## src/rtl/reg_bank.sv

```systemverilog
// Register bank with shared-data multi-enable writes, two write-first registered
// read ports, and a valid/ready snapshot of the bank halves as packed operand words.
module reg_bank #(
  parameter int WIDTH_IN = 4,
  parameter int DEPTH    = 8,
  parameter int ADDR_W   = 3,
  localparam int OP_W    = WIDTH_IN * DEPTH / 2
) (
  input  logic                clk,
  input  logic                rst_n,
  input  logic [WIDTH_IN-1:0] data,
  input  logic [DEPTH-1:0]    en,
  input  logic                clr,
  input  logic [ADDR_W-1:0]   rd_addr_a,
  input  logic [ADDR_W-1:0]   rd_addr_b,
  output logic [WIDTH_IN-1:0] rdata_a,
  output logic [WIDTH_IN-1:0] rdata_b,
  input  logic                snap_req,
  input  logic                snap_ready,
  output logic                snap_valid,
  output logic [OP_W-1:0]     addA,
  output logic [OP_W-1:0]     addB,
  output logic [DEPTH-1:0]    dirty,
  output logic                snap_drop
);

  localparam int HALF = DEPTH / 2;

  logic [WIDTH_IN-1:0] mem [DEPTH];
  logic [WIDTH_IN-1:0] nxt [DEPTH];
  logic [OP_W-1:0]     pack_a;
  logic [OP_W-1:0]     pack_b;
  logic                accept;
  logic                refuse;

  // Next-state of every entry; clr wins over any enable.
  always_comb begin
    for (int i = 0; i < DEPTH; i++) begin
      nxt[i] = mem[i];
      if (clr)
        nxt[i] = '0;
      else if (en[i])
        nxt[i] = data;
    end
  end

  always_comb begin
    pack_a = '0;
    pack_b = '0;
    for (int i = 0; i < HALF; i++) begin
      pack_a[i*WIDTH_IN +: WIDTH_IN] = nxt[i];
      pack_b[i*WIDTH_IN +: WIDTH_IN] = nxt[i+HALF];
    end
  end

  // Snapshot handshake: snap_valid marks addA/addB as holding an unconsumed
  // capture; the consumer takes it on any edge where snap_valid & snap_ready.
  // A new request is accepted when the output slot is empty or being consumed
  // in the same cycle; otherwise it is refused and flagged with snap_drop.
  assign accept = snap_req & (~snap_valid | snap_ready);
  assign refuse = snap_req & snap_valid & ~snap_ready;

  always_ff @(posedge clk or negedge rst_n) begin
    if (!rst_n) begin
      for (int i = 0; i < DEPTH; i++)
        mem[i] <= '0;
      rdata_a    <= '0;
      rdata_b    <= '0;
      addA       <= '0;
      addB       <= '0;
      snap_valid <= 1'b0;
      dirty      <= '0;
      snap_drop  <= 1'b0;
    end else begin
      for (int i = 0; i < DEPTH; i++)
        mem[i] <= nxt[i];
      rdata_a   <= nxt[rd_addr_a];
      rdata_b   <= nxt[rd_addr_b];
      snap_drop <= refuse;
      if (accept) begin
        addA       <= pack_a;
        addB       <= pack_b;
        snap_valid <= 1'b1;
      end else if (snap_valid & snap_ready) begin
        snap_valid <= 1'b0;
      end
      // A same-cycle write is part of the capture, so accept clears everything.
      if (accept)
        dirty <= '0;
      else if (clr)
        dirty <= '1;
      else
        dirty <= dirty | en;
    end
  end

endmodule

```

## config.mk

```make
export PLATFORM = sky130hd
export DESIGN_NAME = reg_bank
export DESIGN_NICKNAME = d
export VERILOG_FILES = /design/src/rtl/reg_bank.sv
export SDC_FILE = /design/constraint.sdc
export NUM_CORES = 1
export LEC_CHECK = 0
export ABC_AREA = 1
export CORE_MARGIN = 2
export CORE_UTILIZATION = 49
export CTS_BUF_LIST = sky130_fd_sc_hd__clkbuf_4 sky130_fd_sc_hd__clkbuf_8
export DETAILED_ROUTE_END_ITERATION = 10
export PLACE_DENSITY = 0.82
export SLEW_MARGIN = 15
export SYNTH_ARGS = -nofsm -noshare
export SYNTH_HDL_FRONTEND = slang
export SYNTH_SLANG_ARGS = --single-unit
export TNS_END_PERCENT = 5
```

## constraint.sdc

```tcl
create_clock -name clk -period 1 [get_ports clk]
set_input_delay 0.2 -clock clk [delete_from_list [all_inputs] [get_ports clk]]
set_output_delay 0.2 -clock clk [all_outputs]
set_load 0.005 [all_outputs]
```

==> results of run 1 <==
==> per-stage QoR <==
| stage | area (sq um) | setup WS (ns) | TNS, ns | hold WS (ns) | instances |
|---|---|---|---|---|---|
| after floorplan | 3970 | -0.00788 | -0.0247 | -0.0956 | 525 |
| after global placement | 5260 | -0.579 | -33.52 | 0.183 | 746 |
| after detailed placement | 5260 | -0.615 | -35.72 | 0.185 | 746 |
| after CTS | 5460 | -0.103 | -3.80 | 0.299 | 778 |
| after global routing | 5680 | -0.134 | -7.96 | 0.311 | 787 |
| final | 5680 | -0.120 | -3.74 | 0.300 | 787 |
==> report_power, final <==
part	switching (uW)	internal (uW)	leakage, uW
sequential	136	3600	0.00105
clock	1210	1280	0.000103
combinational	1010	849	0.00219
total	2350	5730	0.00335
==> state kept, by name, summed over array words and instances (netlist names) <==
name,cells
rdata_a,4
snap_drop,1
mem,32
addB,16
rdata_b,4
dirty,8
snap_valid,1
addA,16
==> cell usage in the layout (no fill, tap or decap) <==
cell / instances
nand2_1: 201
dfrtp_1: 82
buf_4: 81
inv_1: 79
buf_2: 50
nand3_1: 32
nand3_2: 29
nand2_2: 29
o21ai_1: 25
dlygate4sd2_1: 11
clkbuf_8: 10
buf_12: 9
o21ai_0: 7
clkdlybuf4s50_1: 7
inv_2: 5
o31ai_1: 5
nand3_4: 3
o31ai_2: 3
buf_6: 3
clkinv_4: 2
clkbuf_4: 2
dlymetal6s2s_1: 2
nand2_4: 1
nor2_1: 1
clkinv_2: 1
bufinv_16: 1
clkinvlp_4: 1
inv_4: 1
dlygate4sd3_1: 1
clkbuf_2: 1
==> layout make-up <==
type,count,area [sq um]
tap,102,128
sequential,82,2050
clock inverter,4,51.3
timing repair inverter,1,6.26
clock buffer,12,153
fill,591,2090
inverter,85,324
multi-input combinational,336,1690
timing repair buffer,165,1280
==> timing repair <==
action,4_1_cts,5_1_grt
buffers inserted,14,9
cloned,1,0
gates resized for setup,259,58
pin swaps,15,21
setup endpoints to repair,115,98
hold buffers,1,0
hold endpoints to repair,82,0
==> cell families after synthesis <==
logic type / Yosys count / synth area share [%]
compound gates: 40 / 5.56
buf+inv: 107 / 12.3
flops: 82 / 51.8
simple gates: 296 / 30.3
==> cells in the mapped netlist (all sizes together) <==
library cell and count:
buf 17, nand3 64, clkbuf 5, o21ai 32, nand2 231, inv 85, dfrtp 82, o31ai 8
nor2 1
==> path summary, 6_finish.rpt <==
| kind | slack [ns] | to |
|---|---|---|
| setup / recovery | -0.12 | dirty[5] |
| hold reg to reg | 0.48 | dirty[4] |
| setup reg to reg | -0.06 | rdata_a[1] |
| min in group asynchronous | 0.34 | snap_drop |
| hold / removal | 0.30 | dirty[0] |
| max in group asynchronous | 0.40 | addB[10] |
==> per-layer routing <==
metal | GRT usage, % | vias up
li1 | - | 1902
met1 | 32.5 | 1892
met2 | 46.4 | 180
met3 | 4.33 | 40
met4 | 14.7 | 0
met5 | 0 | -
==> key figures, run 1 <==
Run status
  • Status: finished, violations left
  • Failing checks: setup timing

Worst setup path
  • Worst setup path startpoint: dirty[5]
  • CP Class: reg2out
  • Critical path depth in cells: 1
  • CP arrival: 0.92 ns
  • Worst r2r src: mem[21]
  • Cell family with most CP delay: flip-flops
  • CP bufs+invs: 1
  • CP cell instances: buf_2
  • CP required: 0.80 ns
  • CP peak stage delay: 0.41 ns
  • Max stage delay cell, worst path: dfrtp_1
  • Worst setup EP type: output pin
  • FF-to-FF path depth: 8
  • CP max FO: 2
  • Startpoint types: flop

Route
  • DRC: 0
  • Vias: 4014
  • Metal-1 WL: 4690 um
  • DRT antenna net count: 0
  • Final wirelength: 11800 um
  • DR WL met3: 695 um
  • Wire per inst: 14.9 um
  • Wire length on met2: 5960 um
  • Top Layer Used: met4
  • First drt pass iteration count: 5
  • Routed vias/inst: 5.10
  • Drt initial violations: 278

CTS
  • CTS sink count: 82
  • Clk buf depth: 2
  • CTS Buf Count: 9
  • # H-tree levels: 3
  • Root buffer cell: clkbuf_8
  • CTS tree: done
  • CTS clk-pin slew, worst paths: 0.08 ns
  • Clk Latency, worst-skew pair: 0.36 ns

Floorplanning
  • Core area: 7770 sq um
  • Io pins: 73
  • Die Height: 93.9 um
  • Die width: 93.9 um
  • FP Rows: 32
  • Die area: 8820 sq um
  • Initial Util: 51.0%

GRT
  • Largest net degree at the start of global routing: 48
  • GRT Total Usage: 27.1%
  • Global-route wire length before repair: 18500 um
  • Number of global-route vias before repair: 4011
  • Initial antenna violation count: 0
  • Total global routing overflow: 0

Power and ir drop
  • PwrDens: 1420 nW/um^2
  • Total power: 8080 uW
  • Leakage: 0.00335 uW
  • Max rail drop VDD: 0.986 mV

Final layout
  • Layout Nets: 703
  • Layout area overhead: 43.4%
  • Antenna cells: 0
  • Post-layout util: 73.1%
  • Share of cells above drive strength 1: 33.9%

Timing
  • Crit path time final: 1.12 ns
  • Fin worst setup slack: -0.120 ns
  • Max-slew violation count: 0
  • Final setup fails: 68
  • Actual slew at the worst max-slew pin: 0.332 ns
  • Unrepaired setup endpoints after global routing: yes
  • Fin crit share: 112%
  • Fin. Hold Viols: 0
  • Worst slew margin: 77.9%
  • Fmax: 0.893 GHz
  • Fin Clk Skew: 0.00947 ns

Place
  • Post-DP HPWL: 7680 um
  • Final GP Congestion: 0.946
  • Count of input and output buffers: 72

Synthesis
  • Avg Cell Area, Syn: 7.55 sq um
  • Post-synth top area share: 51.8%
  • Ys Warns: 0
  • Synth area leaders: dfrtp_1, nand2_1, inv_1, nand3_1, o21ai_0
  • Post-synth top area cell: dfrtp_1
  • Cell variety after synth: 15
  • Mapped Nets: 548
  • Seq cells post-synth: 82
  • Syn Inst Count: 525
  • Mapped Area: 3960 sq um
  • Sequential area share after synthesis: 51.8%

Hold path
  • Hold path cells: 3
  • Hold WC Path Type: in2reg
  • Worst Hold Launch: en[0]

Run
  • Maxcap violations: 0
Note: power is estimated with default switching activity, not from simulation.
==> inputs of run 2 (changes only) <==
--- a/config.mk
+++ b/config.mk
@@ -6,7 +6,7 @@
 export NUM_CORES = 1
 export LEC_CHECK = 0
 export ABC_AREA = 1
-export CORE_MARGIN = 2
+export CORE_MARGIN = 3
 export CORE_UTILIZATION = 49
 export CTS_BUF_LIST = sky130_fd_sc_hd__clkbuf_4 sky130_fd_sc_hd__clkbuf_8
 export DETAILED_ROUTE_END_ITERATION = 10
==> run 2 against run 1 <==
Compared with the run above: the flow still finishes with violations (setup timing); die area grew 4.3%; clock-buffer cell count shrank 3; via count grew 1.0%; critical path type unchanged; critical path depth is the same; register-to-register slack gained 0.02 ns; routed wire length grew 2.4%; combinational power grew 2%; non-clock buffer count grew 5.
==> key figures, run 2 (same netlist as run 1, synthesis figures left out) <==
Final layout
  • Share of cells above drive strength 1: 34.5% (+0.63 points)
  • Antenna cells: 0 (unchanged)
  • Fillers: 576 (-2.5%)
  • Largest registers: mem x32, addA x16, addB x16
  • Most frequent cells in the layout: nand2_1, buf_4, dfrtp_1
  • Finished Layout Cells: 789 (+0.25%)
  • Layout area overhead: 43.9%
  • Max reg flops: 32 (unchanged)
  • Commonest non-fill, non-tap cell in the layout: nand2_1
  • Reg with most FFs: mem
  • Final Cell Area: 5700 sq um (+0.35%)
  • Layout Nets: 708 (+0.71%)

Power and ir drop
  • Leakage: 0.00337 uW (+0.63%)
  • Reg power frac: 45.7% (-0.6 points)
  • PwrDens: 1430 nW/um^2 (+0.76%)
  • Max rail drop VDD: 1.05 mV (+6.2%)
  • NetSw: 2330 uW (-0.75%)
  • Combinational share of power: 23.3% (+0.3 points)
  • P_int: 5840 uW (+1.9%)
  • Clock Power Share: 31.0% (+0.2 points)
  • Switching share of power: 28.5% (-0.54 points)
  • Total power: 8170 uW (+1.1%)

Route
  • Drt initial violations: 287 (+3.2%)
  • Wire per inst: 15.3 um (+2.2%)
  • Final wirelength: 12000 um (+2.4%)
  • First drt pass iteration count: 5 (unchanged)
  • Vias: 4054 (+1.0%)
  • Routed vias/inst: 5.14 (+0.74%)
  • DRT antenna net count: 0 (unchanged)
  • DRC: 0 (unchanged)

Timing
  • Final setup fails: 71 (+4.4%)
  • Fin Clk Skew: 0.00538 ns (-0.00409 ns)
  • Crit path time final: 1.10 ns (-0.0196 ns)
  • Hold Slack: 0.219 ns (-0.0811 ns)
  • Max-slew violation count: 0 (unchanged)
  • Actual slew at the worst max-slew pin: 0.370 ns (+0.0383 ns)
  • Fin crit share: 110% (-2.0 points)
  • Unrepaired setup endpoints after global routing: yes
  • Worst slew margin: 75.3% (-2.5 points)
  • Fin worst setup slack: -0.101 ns (+0.0196 ns)
  • Fin. Hold Viols: 0 (unchanged)
  • Fmax: 0.909 GHz (+1.8%)

Place
  • Final GP Congestion: 0.985 (+4.2%)
  • Place WS: -0.645 ns (-0.0299 ns)
  • DP Area: 5270 sq um (+0.14%)
  • Cells after DPL: 747 (+0.13%)
  • Count of input and output buffers: 72 (unchanged)
  • Post-DP HPWL: 7760 um (+1.0%)

CTS
  • Clk buf depth: 2 (unchanged)
  • Root buffer cell: clkbuf_8
  • Clk Latency, worst-skew pair: 0.36 ns (about the same)
  • CTS tree: done
  • CTS clk-pin slew, worst paths: 0.08 ns (about the same)
  • CTS Buf Count: 9 (unchanged)
  • CTS sink count: 82 (unchanged)
  • # H-tree levels: 3 (unchanged)

GRT
  • GRT Total Usage: 27.3% (+0.25 points)
  • Largest net degree at the start of global routing: 54 (+13%)
  • Number of global-route vias before repair: 3987 (-0.60%)
  • Global-route wire length before repair: 18900 um (+2.4%)
  • Initial antenna violation count: 0 (unchanged)
  • Total global routing overflow: 0 (unchanged)

Worst setup path
  • CP cell instances: buf_2
  • Max stage delay cell, worst path: dfrtp_1
  • CP bufs+invs: 1 (unchanged)
  • Worst setup EP type: output pin
  • CP required: 0.80 ns (about the same)
  • CP peak stage delay: 0.40 ns (about the same)
  • Cell family with most CP delay: flip-flops
  • CP Class: reg2out
  • Startpoint types: flop
  • CP max FO: 1 (-1)
  • CP arrival: 0.90 ns (-0.02 ns)

Floorplanning
  • Initial Util: 51.0% (unchanged)
  • Core area: 7770 sq um (unchanged)
  • FP Rows: 32 (unchanged)
  • Die area: 9200 sq um (+4.3%)
  • Die width: 95.9 um (+2.1%)
  • Die Height: 95.9 um (+2.1%)
  • Io pins: 73 (unchanged)

Run status
  • Status: finished, violations left
  • Failing checks: setup timing

Run
  • Maxcap violations: 0 (unchanged)

Hold path
  • Hold WC Path Type: in2reg
[run 2: cell count changes in the layout (fill, tap and decap cells not counted), moves of 4 or more]
cell	delta
nand3_2	+5
o21ai_0	+6
nand3_1	-4
nand2_2	-7
buf_4	+8
o21ai_1	-7
nand2_1	+7
[run 2: per-stage QoR]
step | util (%) | setup TNS [ns]
after floorplan | - | -0.0247
after global placement | 67.9 | -34.56
after detailed placement | 67.9 | -36.63
after CTS | 70.8 | -4.47
after global routing | 73.4 | -8.44
final | 73.4 | -3.83
[run 2: path summary, 6_finish.rpt]
path                       startpoint    endpoint  slack [ns]  depth (start not counted)
min                             en[5]    dirty[5]        0.22                          4
min in group asynchronous       rst_n    dirty[0]        0.37                          3
max in group asynchronous       rst_n     addB[3]        0.31                          3
max                        rdata_b[2]  rdata_b[2]       -0.10                          1
max reg2reg                   mem[16]  rdata_b[0]       -0.04                          8
min reg2reg                  dirty[3]    dirty[3]        0.48                          2
[run 2: per-layer routing]
layer | up-vias | track usage (%) | share of wire [%]
met5 | - | 0 | 0
met4 | 0 | 15.8 | 4.8
met3 | 48 | 6.80 | 6.9
met2 | 202 | 46.0 | 49
met1 | 1888 | 31.7 | 39
li1 | 1916 | - | -
[run 2: power by group through the flow]
stage               logic, uW  registers, uW  clock network, uW
floorplan                 685           3810                  0
global placement         1730           3790                  0
detailed placement       1770           3810                  0
CTS                      1770           3730               2530
global route             2100           3770               2680
finish                   1900           3740               2530
[run 2: area by class of cell]
type	instances	area (sq um)	share of cell area [%]
Clock buffer	9	124	2.17
Clock inverter	4	70.1	1.23
Inverter	85	324	5.68
Multi-Input combinational cell	336	1700	29.8
Sequential cell	82	2050	36.0
Tap cell	102	128	2.24
Timing Repair Buffer	170	1300	22.8
Timing Repair inverter	1	6.26	0.110
[run 2: timing repair]
item                       in CTS  in global routing
pin swaps                      10                 16
cloned                          1                  0
hold buffers                    1                  0
hold endpoints to repair       82                  0
resized for setup             255                 57
setup buffers                  23                  4
setup endpoints to repair     116                 99
